`src/rtl/rsa_io_bridge.sv`:
```
// rsa_io_bridge: PIO command bridge between software and the RSA modexp core.
// Software issues commands over a 4-phase req/ack handshake on to_hw_sig.
// 32-bit words are shifted into wide operands, least-significant word first.
// The core result is latched and handed back one word per READ_RES.
module rsa_io_bridge #(
   parameter int WORDS = 4
) (
   input  logic                  clk,
   input  logic                  reset,
   input  logic [31:0]           to_hw_port,
   input  logic [3:0]            to_hw_sig,
   output logic [31:0]           to_sw_port,
   output logic [3:0]            to_sw_sig,
   output logic [32*WORDS-1:0]   msg_out,
   output logic [32*WORDS-1:0]   exp_out,
   output logic [32*WORDS-1:0]   mod_out,
   output logic                  core_start,
   input  logic                  core_done,
   input  logic [32*WORDS-1:0]   core_result
);

   localparam int W     = 32 * WORDS;
   localparam int CNT_W = $clog2(WORDS + 1);
   localparam int IDX_W = (WORDS > 1) ? $clog2(WORDS) : 1;

   localparam logic [CNT_W-1:0] CNT_FULL = CNT_W'(WORDS);
   localparam logic [IDX_W-1:0] IDX_LAST = IDX_W'(WORDS - 1);

   localparam logic [2:0] CMD_LOAD_MSG = 3'd1;
   localparam logic [2:0] CMD_LOAD_EXP = 3'd2;
   localparam logic [2:0] CMD_LOAD_MOD = 3'd3;
   localparam logic [2:0] CMD_START    = 3'd4;
   localparam logic [2:0] CMD_READ_RES = 3'd5;
   localparam logic [2:0] CMD_CLEAR    = 3'd6;

   typedef enum logic {S_IDLE, S_ACK} state_t;

   state_t           state_q, state_d;
   logic             exec;
   logic             req;
   logic [2:0]       cmd;

   logic [W-1:0]     msg_q, exp_q, mod_q, result_q;
   logic [CNT_W-1:0] cnt_msg_q, cnt_exp_q, cnt_mod_q;
   logic [IDX_W-1:0] idx_q;
   logic             busy_q, rvld_q, err_q, start_q;
   logic [31:0]      sw_port_q;

   // New word enters at the top; the older words move down one slot, so the
   // first word sent ends up in the least-significant position.
   function automatic logic [W-1:0] shift_in(input logic [W-1:0] cur,
                                            input logic [31:0] word);
      logic [W-1:0] tmp;
      tmp = cur >> 32;
      tmp[W-32 +: 32] = word;
      return tmp;
   endfunction

   function automatic logic [CNT_W-1:0] cnt_inc(input logic [CNT_W-1:0] cnt);
      return cnt + CNT_W'(1);
   endfunction

   assign req = to_hw_sig[3];
   assign cmd = to_hw_sig[2:0];

   // Handshake state register
   always_ff @(posedge clk or posedge reset) begin
      if (reset) state_q <= S_IDLE;
      else       state_q <= state_d;
   end

   // Handshake next state; a command fires only on the IDLE->ACK transition
   always_comb begin
      state_d = state_q;
      exec    = 1'b0;
      case (state_q)
         S_IDLE: begin
            if (req) begin
               exec    = 1'b1;
               state_d = S_ACK;
            end
         end
         S_ACK: begin
            if (!req) state_d = S_IDLE;
         end
         default: state_d = S_IDLE;
      endcase
   end

   // Command execution and core completion; commands see pre-edge busy/result_valid
   always_ff @(posedge clk or posedge reset) begin
      if (reset) begin
         msg_q     <= '0;
         exp_q     <= '0;
         mod_q     <= '0;
         result_q  <= '0;
         cnt_msg_q <= '0;
         cnt_exp_q <= '0;
         cnt_mod_q <= '0;
         idx_q     <= '0;
         busy_q    <= 1'b0;
         rvld_q    <= 1'b0;
         err_q     <= 1'b0;
         start_q   <= 1'b0;
         sw_port_q <= '0;
      end else begin
         start_q <= 1'b0;

         // Completion is only meaningful while a job is outstanding.
         if (core_done && busy_q) begin
            result_q <= core_result;
            busy_q   <= 1'b0;
            rvld_q   <= 1'b1;
         end

         if (exec) begin
            case (cmd)
               CMD_LOAD_MSG: begin
                  if (busy_q || cnt_msg_q == CNT_FULL) err_q <= 1'b1;
                  else begin
                     msg_q     <= shift_in(msg_q, to_hw_port);
                     cnt_msg_q <= cnt_inc(cnt_msg_q);
                  end
               end
               CMD_LOAD_EXP: begin
                  if (busy_q || cnt_exp_q == CNT_FULL) err_q <= 1'b1;
                  else begin
                     exp_q     <= shift_in(exp_q, to_hw_port);
                     cnt_exp_q <= cnt_inc(cnt_exp_q);
                  end
               end
               CMD_LOAD_MOD: begin
                  if (busy_q || cnt_mod_q == CNT_FULL) err_q <= 1'b1;
                  else begin
                     mod_q     <= shift_in(mod_q, to_hw_port);
                     cnt_mod_q <= cnt_inc(cnt_mod_q);
                  end
               end
               CMD_START: begin
                  if (busy_q || cnt_msg_q != CNT_FULL || cnt_exp_q != CNT_FULL ||
                      cnt_mod_q != CNT_FULL) begin
                     err_q <= 1'b1;
                  end else begin
                     start_q <= 1'b1;
                     busy_q  <= 1'b1;
                     rvld_q  <= 1'b0;
                     idx_q   <= '0;
                  end
               end
               CMD_READ_RES: begin
                  // result_valid is always 0 while busy, so this also rejects busy reads.
                  if (!rvld_q) err_q <= 1'b1;
                  else begin
                     sw_port_q <= result_q[idx_q*32 +: 32];
                     idx_q     <= (idx_q == IDX_LAST) ? '0 : idx_q + IDX_W'(1);
                  end
               end
               CMD_CLEAR: begin
                  if (busy_q) err_q <= 1'b1;
                  else begin
                     cnt_msg_q <= '0;
                     cnt_exp_q <= '0;
                     cnt_mod_q <= '0;
                     rvld_q    <= 1'b0;
                     err_q     <= 1'b0;
                     idx_q     <= '0;
                  end
               end
               default: ;
            endcase
         end
      end
   end

   assign to_sw_port = sw_port_q;
   assign to_sw_sig  = {state_q == S_ACK, busy_q, rvld_q, err_q};
   assign msg_out    = msg_q;
   assign exp_out    = exp_q;
   assign mod_out    = mod_q;
   assign core_start = start_q;

endmodule

```
`config.mk`:
```
export PLATFORM = sky130hd
export DESIGN_NAME = rsa_io_bridge
export DESIGN_NICKNAME = d
export VERILOG_FILES = /design/src/rtl/rsa_io_bridge.sv
export SDC_FILE = /design/constraint.sdc
export NUM_CORES = 1
export LEC_CHECK = 0
export ABC_AREA = 0
export BUFFER_PORTS_ARGS = -buffer_cell sky130_fd_sc_hd__buf_2
export CAP_MARGIN = 25
export CELL_PAD_IN_SITES_DETAIL_PLACEMENT = 1
export CELL_PAD_IN_SITES_GLOBAL_PLACEMENT = 1
export CORE_UTILIZATION = 44
export DETAILED_ROUTE_END_ITERATION = 10
export MAX_ROUTING_LAYER = met4
export PLACE_DENSITY_LB_ADDON = 0.1
export SETUP_SLACK_MARGIN = 0.1
export SLEW_MARGIN = 25
export SYNTH_ARGS = -nofsm -noshare
export SYNTH_HDL_FRONTEND = slang
export SYNTH_SLANG_ARGS = --single-unit
```
`constraint.sdc`:
```
create_clock -name clk -period 23.2 [get_ports clk]
set_input_delay 2.32 -clock clk [delete_from_list [all_inputs] [get_ports clk]]
set_output_delay 2.32 -clock clk [all_outputs]
set_load 0.01 [all_outputs]
```
==> results of run 1 <==
[area by class of cell]
type                    instances  area, sq um  area share
diodes                         10         25.0    0.000898
clock buffers                  94         1830      0.0657
clock inverters                13          149     0.00534
inverters                      13         56.3     0.00202
multi-input cells             649         7860       0.282
flip-flops and latches        560        14000       0.503
well taps                     672          841      0.0302
repair buffers                601         3080       0.111
[metal layers]
metal	track usage	part of all wire	vias up
li1	-	-	5852
met1	0.274	0.39	6970
met2	0.382	0.49	385
met3	0.0813	0.084	106
met4	0.0942	0.034	0
met5	-	0	-
[worst max path at each step]
stage,from,end,cells past startpoint
6_report,to_hw_sig[3],msg_out[121],6
5_1_grt,to_hw_sig[3],msg_out[121],6
4_1_cts,to_hw_sig[3],msg_out[121],6
3_5_place_dp,to_hw_sig[3],msg_out[119],6
3_3_place_gp,to_hw_sig[3],msg_out[118],6
2_1_floorplan,reset,busy_q,1
[kinds of logic after synthesis]
group / after synthesis
muxes: 580
DFF: 560
buffers and inverters: 90
and+or+nand+nor: 33
AOI/OAI and AO/OA: 28
adders and majority gates: 7
xor gates and xnor gates: 1
[through the flow]
stage	setup WS [ns]	area, sq um	instances	util	power (mW)
finish	18.37	27900	2612	0.555	2.83
detailed placement	17.68	25800	2494	0.515	1.89
CTS	18.34	27800	2601	0.554	2.87
global placement	17.76	25800	2494	0.515	1.87
floorplan	5.22	22400	1299	-	1.56
global route	18.24	27900	2611	0.555	2.96
[Yosys cell counts, drive strengths merged (4+ instances only)]
cell type	number
dfrtp	560
clkbuf	6
inv	13
mux2	546
o22ai	4
buf	71
mux4	32
nand2	5
ha	7
[worst reg2reg max path, cell delays in order, from the launching register on]
cell and delay (ns):
dfrtp_1 0.38, inv_1 0.11, ha_1 0.16, nand2_1 0.15, nand3_4 0.57, buf_4 0.72
buf_4 0.80, mux2_2 0.48
[flip-flops by register name, indices dropped and copies added, names as in the netlist]
register,count
exp_out,128
mod_out,128
msg_out,128
result_q,128
to_sw_port,32
cnt_exp_q,3
cnt_mod_q,3
cnt_msg_q,3
idx_q,2
busy_q,1
core_start,1
err_q,1
rvld_q,1
state_q,1
[layout by cell type, fill, tap and decap left out, types with 2 or more instances in the layout]
cell type	netlist	layout
buf_2	52	587
dfrtp_1	560	559
mux2_2	316	316
mux2_1	130	130
mux2_4	100	100
clkbuf_16	0	61
mux4_2	32	32
clkbuf_8	0	18
clkbuf_1	6	15
inv_1	13	12
diode_2	0	10
clkinv_2	0	8
buf_4	7	8
ha_1	7	7
buf_6	12	5
nand2_1	5	4
o22ai_1	4	4
a21oi_1	3	3
nor2_1	3	3
bufinv_16	0	3
nor2b_1	2	2
nand3_1	3	2
nand2b_1	2	2
and3b_1	2	2
o21ai_0	2	2
o22a_1	2	2
a21o_1	2	2
inv_8	0	2
o211ai_1	2	2
mux2i_1	2	2
a22o_1	2	2
[power by group]
| group | total (mW) | switching (mW) | internal [mW] |
|---|---|---|---|
| registers | 1.30 | 0.139 | 1.16 |
| logic | 0.572 | 0.304 | 0.268 |
| clock network | 0.958 | 0.388 | 0.570 |
==> flow_results.xml, run 1 <==
<?xml version="1.0" encoding="UTF-8"?>
<metrics>
  <group name="drt">
    <metric name="detail_route.drc_violations" unit="">0</metric>
    <metric name="wirelength_per_cell" unit="um">23.0</metric>
    <metric name="drt-total-wl" unit="um">60200</metric>
    <metric name="drt_pass1_iterations" unit="">4</metric>
    <metric name="avgViaCountPerCell" unit="">5.10</metric>
    <metric name="drt-initial-drc-count" unit="">504</metric>
    <metric name="vias" unit="">13300</metric>
    <metric name="ant_nets" unit="">0</metric>
  </group>
  <group name="synth">
    <metric name="leading_register_cell_type_out_of_synthesis" unit="">dfrtp_1</metric>
    <metric name="number_of_synthesized_flops_with_an_enable_pin" unit="">0</metric>
    <metric name="yosysTopAreaCellShare" unit="">0.626</metric>
    <metric name="postSynthRegisterBits" unit="">560</metric>
    <metric name="ys_types" unit="">51</metric>
    <metric name="synth_warnings" unit="">0</metric>
    <metric name="synthAdderAreaFrac" unit="">0.00391</metric>
    <metric name="post_synth_mux_area_share" unit="">0.325</metric>
    <metric name="synthesis.area" unit="sq mm">0.0224</metric>
    <metric name="synth_top_family_by_area" unit="">multiplexers</metric>
    <metric name="synthesized_netlist_cell_count" unit="">1299</metric>
    <metric name="average_cell_area_after_synthesis" unit="sq um">17.2</metric>
    <metric name="postSynth.asyncResetShare" unit="">1.00</metric>
    <metric name="syn-num-nets" unit="">1473</metric>
    <metric name="synth_sequential_area_ratio" unit="">0.626</metric>
    <metric name="synthTopCellsByArea" unit="">dfrtp_1 (63%), mux2_2 (16%), mux2_4 (6.7%), mux2_1 (6.5%), mux4_2 (3.2%)</metric>
    <metric name="synth_area_in_xor_xnor" unit="">0.000391</metric>
    <metric name="synth_compound_gate_area_share" unit="">0.0102</metric>
    <metric name="yosys.area.top_type" unit="">dfrtp_1</metric>
    <metric name="simple_gate_share_of_the_synthesized_area" unit="">0.0112</metric>
  </group>
  <group name="pwr">
    <metric name="total_leakage_power" unit="nW">15.0</metric>
    <metric name="power_density" unit="mW/mm^2">102</metric>
    <metric name="max-vdd-ir-drop" unit="V">0.0000632</metric>
  </group>
  <group name="layout">
    <metric name="final_layout_fill_cell_count" unit="">4919</metric>
    <metric name="synthToLayoutAreaGrowth" unit="%">24.5</metric>
    <metric name="final_layout_size_suffix_gt1_frac" unit="">0.599</metric>
    <metric name="finish.net_count" unit="">2059</metric>
  </group>
  <group name="clock_network">
    <metric name="cts-hold-fix-buffers" unit="">0</metric>
    <metric name="total_number_of_clock_tree_sinks" unit="">560</metric>
    <metric name="clk-insertion-delay-late" unit="ns">0.61</metric>
    <metric name="cts.reportedPaths.clkPinSlew" unit="ns">0.06</metric>
    <metric name="clock-root-buffer" unit="">clkbuf_16</metric>
    <metric name="tritoncts_buffer_count" unit="">60</metric>
    <metric name="clock_tree.htree_level_count" unit="">2</metric>
    <metric name="cts_resized" unit="">0</metric>
    <metric name="cts_tree" unit="">yes</metric>
    <metric name="cts.repair_timing.setup_buffer_count" unit="">0</metric>
    <metric name="max_clock_buf_depth" unit="">3</metric>
  </group>
  <group name="placed_design">
    <metric name="detailed_place_hpwl" unit="um">42700</metric>
    <metric name="io_buffer_count" unit="">587</metric>
    <metric name="routabilityCongestion" unit="">0.834</metric>
  </group>
  <group name="timing">
    <metric name="slew_headroom" unit="">0.292</metric>
    <metric name="worst_slew_pin_slew" unit="ns">1.06</metric>
    <metric name="layout_min_cycle_time" unit="ns">4.83</metric>
    <metric name="finalHoldViolations" unit="">0</metric>
    <metric name="fin_setup_tns" unit="ns">0</metric>
    <metric name="worst_clock_skew" unit="ns">0.0212</metric>
    <metric name="final-setup-viol-count" unit="">0</metric>
    <metric name="post-route-period-util" unit="">0.208</metric>
    <metric name="max_clock_freq" unit="GHz">0.207</metric>
    <metric name="fin_hold_ws" unit="ns">0.483</metric>
    <metric name="grt_setup_unrepaired" unit="">no</metric>
    <metric name="timing_max_transition_violations_final" unit="">0</metric>
  </group>
  <group name="floorplanning">
    <metric name="floorplan.rows" unit="">82</metric>
    <metric name="core_box_area" unit="sq mm">0.0502</metric>
    <metric name="die_h" unit="um">227</metric>
    <metric name="die_area" unit="sq mm">0.0518</metric>
    <metric name="horizontal_die_dimension" unit="um">227</metric>
    <metric name="floorplan.initialDensity" unit="">0.446</metric>
    <metric name="num_io_pins" unit="">588</metric>
  </group>
  <group name="grt">
    <metric name="grt_overflow" unit="">0</metric>
    <metric name="grt_first_pass_wirelength" unit="um">89600</metric>
    <metric name="number_of_global_route_vias_before_repair" unit="">14500</metric>
    <metric name="initial_antenna_violation_count" unit="">9</metric>
    <metric name="grt.total_usage" unit="">0.238</metric>
    <metric name="grt_max_degree" unit="">133</metric>
  </group>
  <group name="critical_path">
    <metric name="setup.worst_path.start_class" unit="">input port</metric>
    <metric name="critical-path-slowest-cell" unit="">buf_4</metric>
    <metric name="reg2reg_slack" unit="ns">19.72</metric>
    <metric name="crit_path_max_incr_delay" unit="ns">0.78</metric>
    <metric name="worst_r2r_endpoint" unit="">msg_out[121]</metric>
    <metric name="end_kind" unit="">flip-flop</metric>
    <metric name="ff2ff_path_depth" unit="">7</metric>
    <metric name="crit_family" unit="">buffers and inverters</metric>
    <metric name="r2r-start" unit="">cnt_msg_q[0]</metric>
    <metric name="timing.critical_path.required" unit="ns">23.69</metric>
    <metric name="crit_path_cell_trace" unit="">buf_2 &gt; and2b_1 &gt; nand3_4 &gt; buf_4 &gt; buf_4 &gt; mux2_2</metric>
    <metric name="critical_path_buffers_and_inverters" unit="">3</metric>
    <metric name="timing.setup.critical_path_class" unit="">input port to flip-flop</metric>
    <metric name="worstPathArrival" unit="ns">5.32</metric>
    <metric name="critical_path.most_common_cell" unit="">buf_4</metric>
    <metric name="crit_fanout" unit="">47</metric>
  </group>
  <group name="job">
    <metric name="max_cap_viol_count" unit="">0</metric>
  </group>
  <group name="hold_path">
    <metric name="timing.hold.worst.class" unit="">flip-flop to flip-flop</metric>
    <metric name="hold-path-endpoint" unit="">exp_out[14]</metric>
    <metric name="holdPathStages" unit="">1</metric>
    <metric name="worst_hold_startpoint" unit="">exp_out[14]</metric>
  </group>
  <group name="outcome">
    <metric name="outcome" unit="">finished clean</metric>
  </group>
</metrics>
No activity file was read; power rests on OpenSTA's default activity.
==> inputs of run 2 (changes only) <==
--- a/config.mk
+++ b/config.mk
@@ -5,12 +5,12 @@
 export SDC_FILE = /design/constraint.sdc
 export NUM_CORES = 1
 export LEC_CHECK = 0
-export ABC_AREA = 0
+export ABC_AREA = 1
 export BUFFER_PORTS_ARGS = -buffer_cell sky130_fd_sc_hd__buf_2
 export CAP_MARGIN = 25
 export CELL_PAD_IN_SITES_DETAIL_PLACEMENT = 1
 export CELL_PAD_IN_SITES_GLOBAL_PLACEMENT = 1
-export CORE_UTILIZATION = 44
+export CORE_UTILIZATION = 39
 export DETAILED_ROUTE_END_ITERATION = 10
 export MAX_ROUTING_LAYER = met4
 export PLACE_DENSITY_LB_ADDON = 0.1
==> constraint.sdc (replaced) <==
create_clock -name clk -period 4.9 [get_ports clk]
set_input_delay 0.49 -clock clk [delete_from_list [all_inputs] [get_ports clk]]
set_output_delay 0.49 -clock clk [all_outputs]
set_load 0.01 [all_outputs]
==> run 2 against run 1 <==
Effect of this change: via count rose by 40%; setup slack worse by 16 ns; flip-flop and latch count unchanged; worst hold slack worse by 0.38 ns; critical endpoint is now mod_out[116]; largest power group unchanged.
==> flow_results.xml, run 2 <==
<?xml version="1.0" encoding="UTF-8"?>
<metrics>
  <group name="outcome">
    <metric name="outcome" unit="">finished clean</metric>
  </group>
  <group name="synth">
    <metric name="synth_sequential_area_ratio" unit="">0.636</metric>
    <metric name="synth.most_common_cell" unit="">nand2_1</metric>
    <metric name="average_cell_area_after_synthesis" unit="sq um">8.94</metric>
    <metric name="number_of_synthesized_flops_with_an_enable_pin" unit="">0</metric>
    <metric name="synthTopCellsByArea" unit="">dfrtp_1 (64%), nand2_1 (16%), o21ai_0 (6.0%), inv_1 (3.5%), nor2_1 (3.0%)</metric>
    <metric name="synthesized_netlist_cell_count" unit="">2464</metric>
    <metric name="synth_warnings" unit="">0</metric>
    <metric name="yosys.area.top_type" unit="">dfrtp_1</metric>
    <metric name="postSynth.asyncResetShare" unit="">1.00</metric>
    <metric name="synthesis.area" unit="sq mm">0.0220</metric>
    <metric name="syn-num-nets" unit="">2638</metric>
    <metric name="most_frequent_cells_after_synthesis" unit="">nand2_1 (917), dfrtp_1 (560), o21ai_0 (264)</metric>
    <metric name="ys_types" unit="">24</metric>
    <metric name="yosysTopAreaCellShare" unit="">0.636</metric>
    <metric name="postSynthRegisterBits" unit="">560</metric>
    <metric name="leading_register_cell_type_out_of_synthesis" unit="">dfrtp_1</metric>
  </group>
  <group name="placed_design">
    <metric name="routabilityCongestion" unit="">0.859</metric>
    <metric name="io_buffer_count" unit="">587</metric>
    <metric name="dpl-instance-area" unit="sq mm">0.0255</metric>
    <metric name="detailed_place_hpwl" unit="um">54100</metric>
  </group>
  <group name="clock_network">
    <metric name="cts.reportedPaths.clkPinSlew" unit="ns">0.05</metric>
    <metric name="clk-insertion-delay-late" unit="ns">0.59</metric>
    <metric name="clock_tree.htree_level_count" unit="">3</metric>
    <metric name="max_clock_buf_depth" unit="">3</metric>
    <metric name="cts_tree" unit="">yes</metric>
    <metric name="cts.repair_timing.setup_buffer_count" unit="">0</metric>
    <metric name="cts-hold-fix-buffers" unit="">2</metric>
    <metric name="cts_resized" unit="">0</metric>
    <metric name="total_number_of_clock_tree_sinks" unit="">560</metric>
    <metric name="tritoncts_buffer_count" unit="">66</metric>
    <metric name="clock-root-buffer" unit="">clkbuf_16</metric>
  </group>
  <group name="timing">
    <metric name="worst_clock_skew" unit="ns">0.0161</metric>
    <metric name="fin_hold_ws" unit="ns">0.0991</metric>
    <metric name="slew_headroom" unit="">0.377</metric>
    <metric name="post-route-period-util" unit="">0.552</metric>
    <metric name="max_clock_freq" unit="GHz">0.369</metric>
    <metric name="finalHoldViolations" unit="">0</metric>
    <metric name="timing_max_transition_violations_final" unit="">0</metric>
    <metric name="layout_min_cycle_time" unit="ns">2.71</metric>
    <metric name="grt_setup_unrepaired" unit="">no</metric>
    <metric name="worst_slew_pin_slew" unit="ns">0.935</metric>
    <metric name="final-setup-viol-count" unit="">0</metric>
  </group>
  <group name="pwr">
    <metric name="power_density" unit="mW/mm^2">503</metric>
    <metric name="totalPowerFinal" unit="mW">13.9</metric>
    <metric name="total_leakage_power" unit="nW">15.4</metric>
    <metric name="max-vdd-ir-drop" unit="V">0.000280</metric>
  </group>
  <group name="critical_path">
    <metric name="critical_path_end" unit="">mod_out[116]</metric>
    <metric name="end_kind" unit="">flip-flop</metric>
    <metric name="critical_path_buffers_and_inverters" unit="">4</metric>
    <metric name="timing.critical_path.required" unit="ns">5.33</metric>
    <metric name="crit_path_cell_trace" unit="">inv_1 &gt; ha_1 &gt; nand2_1 &gt; nand2_1 &gt; inv_1 &gt; nand2_1 &gt; nor2_4 &gt; inv_4 &gt; buf_4 &gt; o21ai_0</metric>
    <metric name="reg2reg_slack" unit="ns">2.19</metric>
    <metric name="worstPathArrival" unit="ns">3.14</metric>
    <metric name="worst_r2r_endpoint" unit="">mod_out[116]</metric>
    <metric name="crit_path_max_incr_delay" unit="ns">0.70</metric>
    <metric name="crit_family" unit="">buffers and inverters</metric>
    <metric name="timing.setup.critical_path_class" unit="">flip-flop to flip-flop</metric>
    <metric name="critical-path-slowest-cell" unit="">buf_4</metric>
    <metric name="setup.worst_path.start_class" unit="">flip-flop</metric>
    <metric name="critical_path.most_common_cell" unit="">nand2_1</metric>
    <metric name="cp_num_cells" unit="">10</metric>
    <metric name="ff2ff_path_depth" unit="">10</metric>
    <metric name="crit_fanout" unit="">87</metric>
    <metric name="r2r-start" unit="">cnt_mod_q[0]</metric>
    <metric name="cp-startpoint" unit="">cnt_mod_q[0]</metric>
  </group>
  <group name="layout">
    <metric name="finish.net_count" unit="">3171</metric>
    <metric name="postLayoutCellArea" unit="sq mm">0.0277</metric>
    <metric name="final_common_cell" unit="">nand2_1</metric>
    <metric name="final_layout_fill_cell_count" unit="">6656</metric>
    <metric name="synthToLayoutAreaGrowth" unit="%">25.9</metric>
    <metric name="final_layout_size_suffix_gt1_frac" unit="">0.234</metric>
    <metric name="most-common-layout-cells" unit="">nand2_1 (916), buf_2 (587), dfrtp_1 (558)</metric>
    <metric name="utilization" unit="">0.500</metric>
  </group>
  <group name="floorplanning">
    <metric name="floorplan.initialDensity" unit="">0.398</metric>
    <metric name="die_h" unit="um">240</metric>
    <metric name="horizontal_die_dimension" unit="um">240</metric>
    <metric name="core_box_area" unit="sq mm">0.0554</metric>
    <metric name="die_area" unit="sq mm">0.0575</metric>
    <metric name="floorplan.rows" unit="">86</metric>
    <metric name="num_io_pins" unit="">588</metric>
  </group>
  <group name="drt">
    <metric name="drt-total-wl" unit="um">75500</metric>
    <metric name="drt-initial-drc-count" unit="">1052</metric>
    <metric name="avgViaCountPerCell" unit="">4.89</metric>
    <metric name="ant_nets" unit="">0</metric>
    <metric name="vias" unit="">18600</metric>
    <metric name="drt_pass1_iterations" unit="">5</metric>
    <metric name="detail_route.drc_violations" unit="">0</metric>
    <metric name="wirelength_per_cell" unit="um">19.8</metric>
  </group>
  <group name="grt">
    <metric name="number_of_global_route_vias_before_repair" unit="">19200</metric>
    <metric name="initial_antenna_violation_count" unit="">20</metric>
    <metric name="grt_first_pass_wirelength" unit="um">114000</metric>
    <metric name="grt_overflow" unit="">0</metric>
    <metric name="grt_max_degree" unit="">251</metric>
    <metric name="grt.total_usage" unit="">0.272</metric>
  </group>
  <group name="job">
    <metric name="max_cap_viol_count" unit="">0</metric>
  </group>
  <group name="hold_path">
    <metric name="worst_hold_startpoint" unit="">core_result[78]</metric>
    <metric name="timing.hold.worst.class" unit="">input port to flip-flop</metric>
  </group>
</metrics>
run 2: cell count changes in the layout (fill, tap and decap cells not counted), sizes merged, moves of 6 or more:
cell    delta
a21oi     +64
a31oi     +31
clkbuf    +16
diode      +6
inv      +198
mux2     -546
mux4      -32
nand2    +912
nand3      +6
nor2     +177
o211ai    +29
o21ai    +293
run 2: worst reg2reg max path: stages, from the launching register on:
cell and delay, ns:
dfrtp_1 0.40, inv_1 0.09, ha_1 0.15, nand2_1 0.08, nand2_1 0.08, inv_1 0.04, nand2_1 0.14, nor2_4 0.06
inv_4 0.59, buf_4 0.72, o21ai_0 0.20
run 2: stage by stage:
step / std cells / setup WS (ns) / TNS (ns)
floorplan: 2464 / -3.21 / -1799.69
global route: 3806 / 1.89 / 0
detailed placement: 3673 / 2.20 / 0
finish: 3807 / 2.19 / 0
global placement: 3673 / 2.27 / 0
CTS: 3789 / 2.19 / 0
run 2: cell families after synthesis:
kind of cell / Yosys count / share of synthesized area
fa+ha+maj: 7 / 0.00397
simple gates: 1112 / 0.191
compound gates: 427 / 0.102
buf+inv: 355 / 0.0650
flops: 560 / 0.636
xor+xnor: 3 / 0.00119
run 2: where the power goes:
group	switching (mW)	internal (mW)
clock network	1.92	2.89
logic	1.74	1.06
registers	0.767	5.56
run 2: cell type report:
| type | count | area (sq um) | area share |
|---|---|---|---|
| antenna | 16 | 40.0 | 0.00144 |
| tap | 748 | 936 | 0.0337 |
| inverter | 212 | 805 | 0.0290 |
| timing repair buffer | 608 | 3210 | 0.116 |
| sequential | 560 | 14000 | 0.505 |
| multi-input combinational | 1549 | 6610 | 0.238 |
| clock buffer | 110 | 2090 | 0.0754 |
| clock inverter | 4 | 27.5 | 0.000992 |
run 2: routing by layer:
layer	track usage	up-vias	part of all wire
met3	0.0638	128	0.064
met5	-	-	0
li1	-	8761	-
met4	0.0993	0	0.034
met1	0.341	9230	0.42
met2	0.429	482	0.48
run 2: worst min-delay path by stage:
stage	endpoint	slack, ns	depth (start not counted)
2_1_floorplan	err_q	0.44	2
3_3_place_gp	mod_out[11]	0.45	2
3_5_place_dp	mod_out[17]	0.46	2
4_1_cts	result_q[78]	0.06	3
5_1_grt	result_q[82]	0.08	3
6_report	result_q[78]	0.1	3
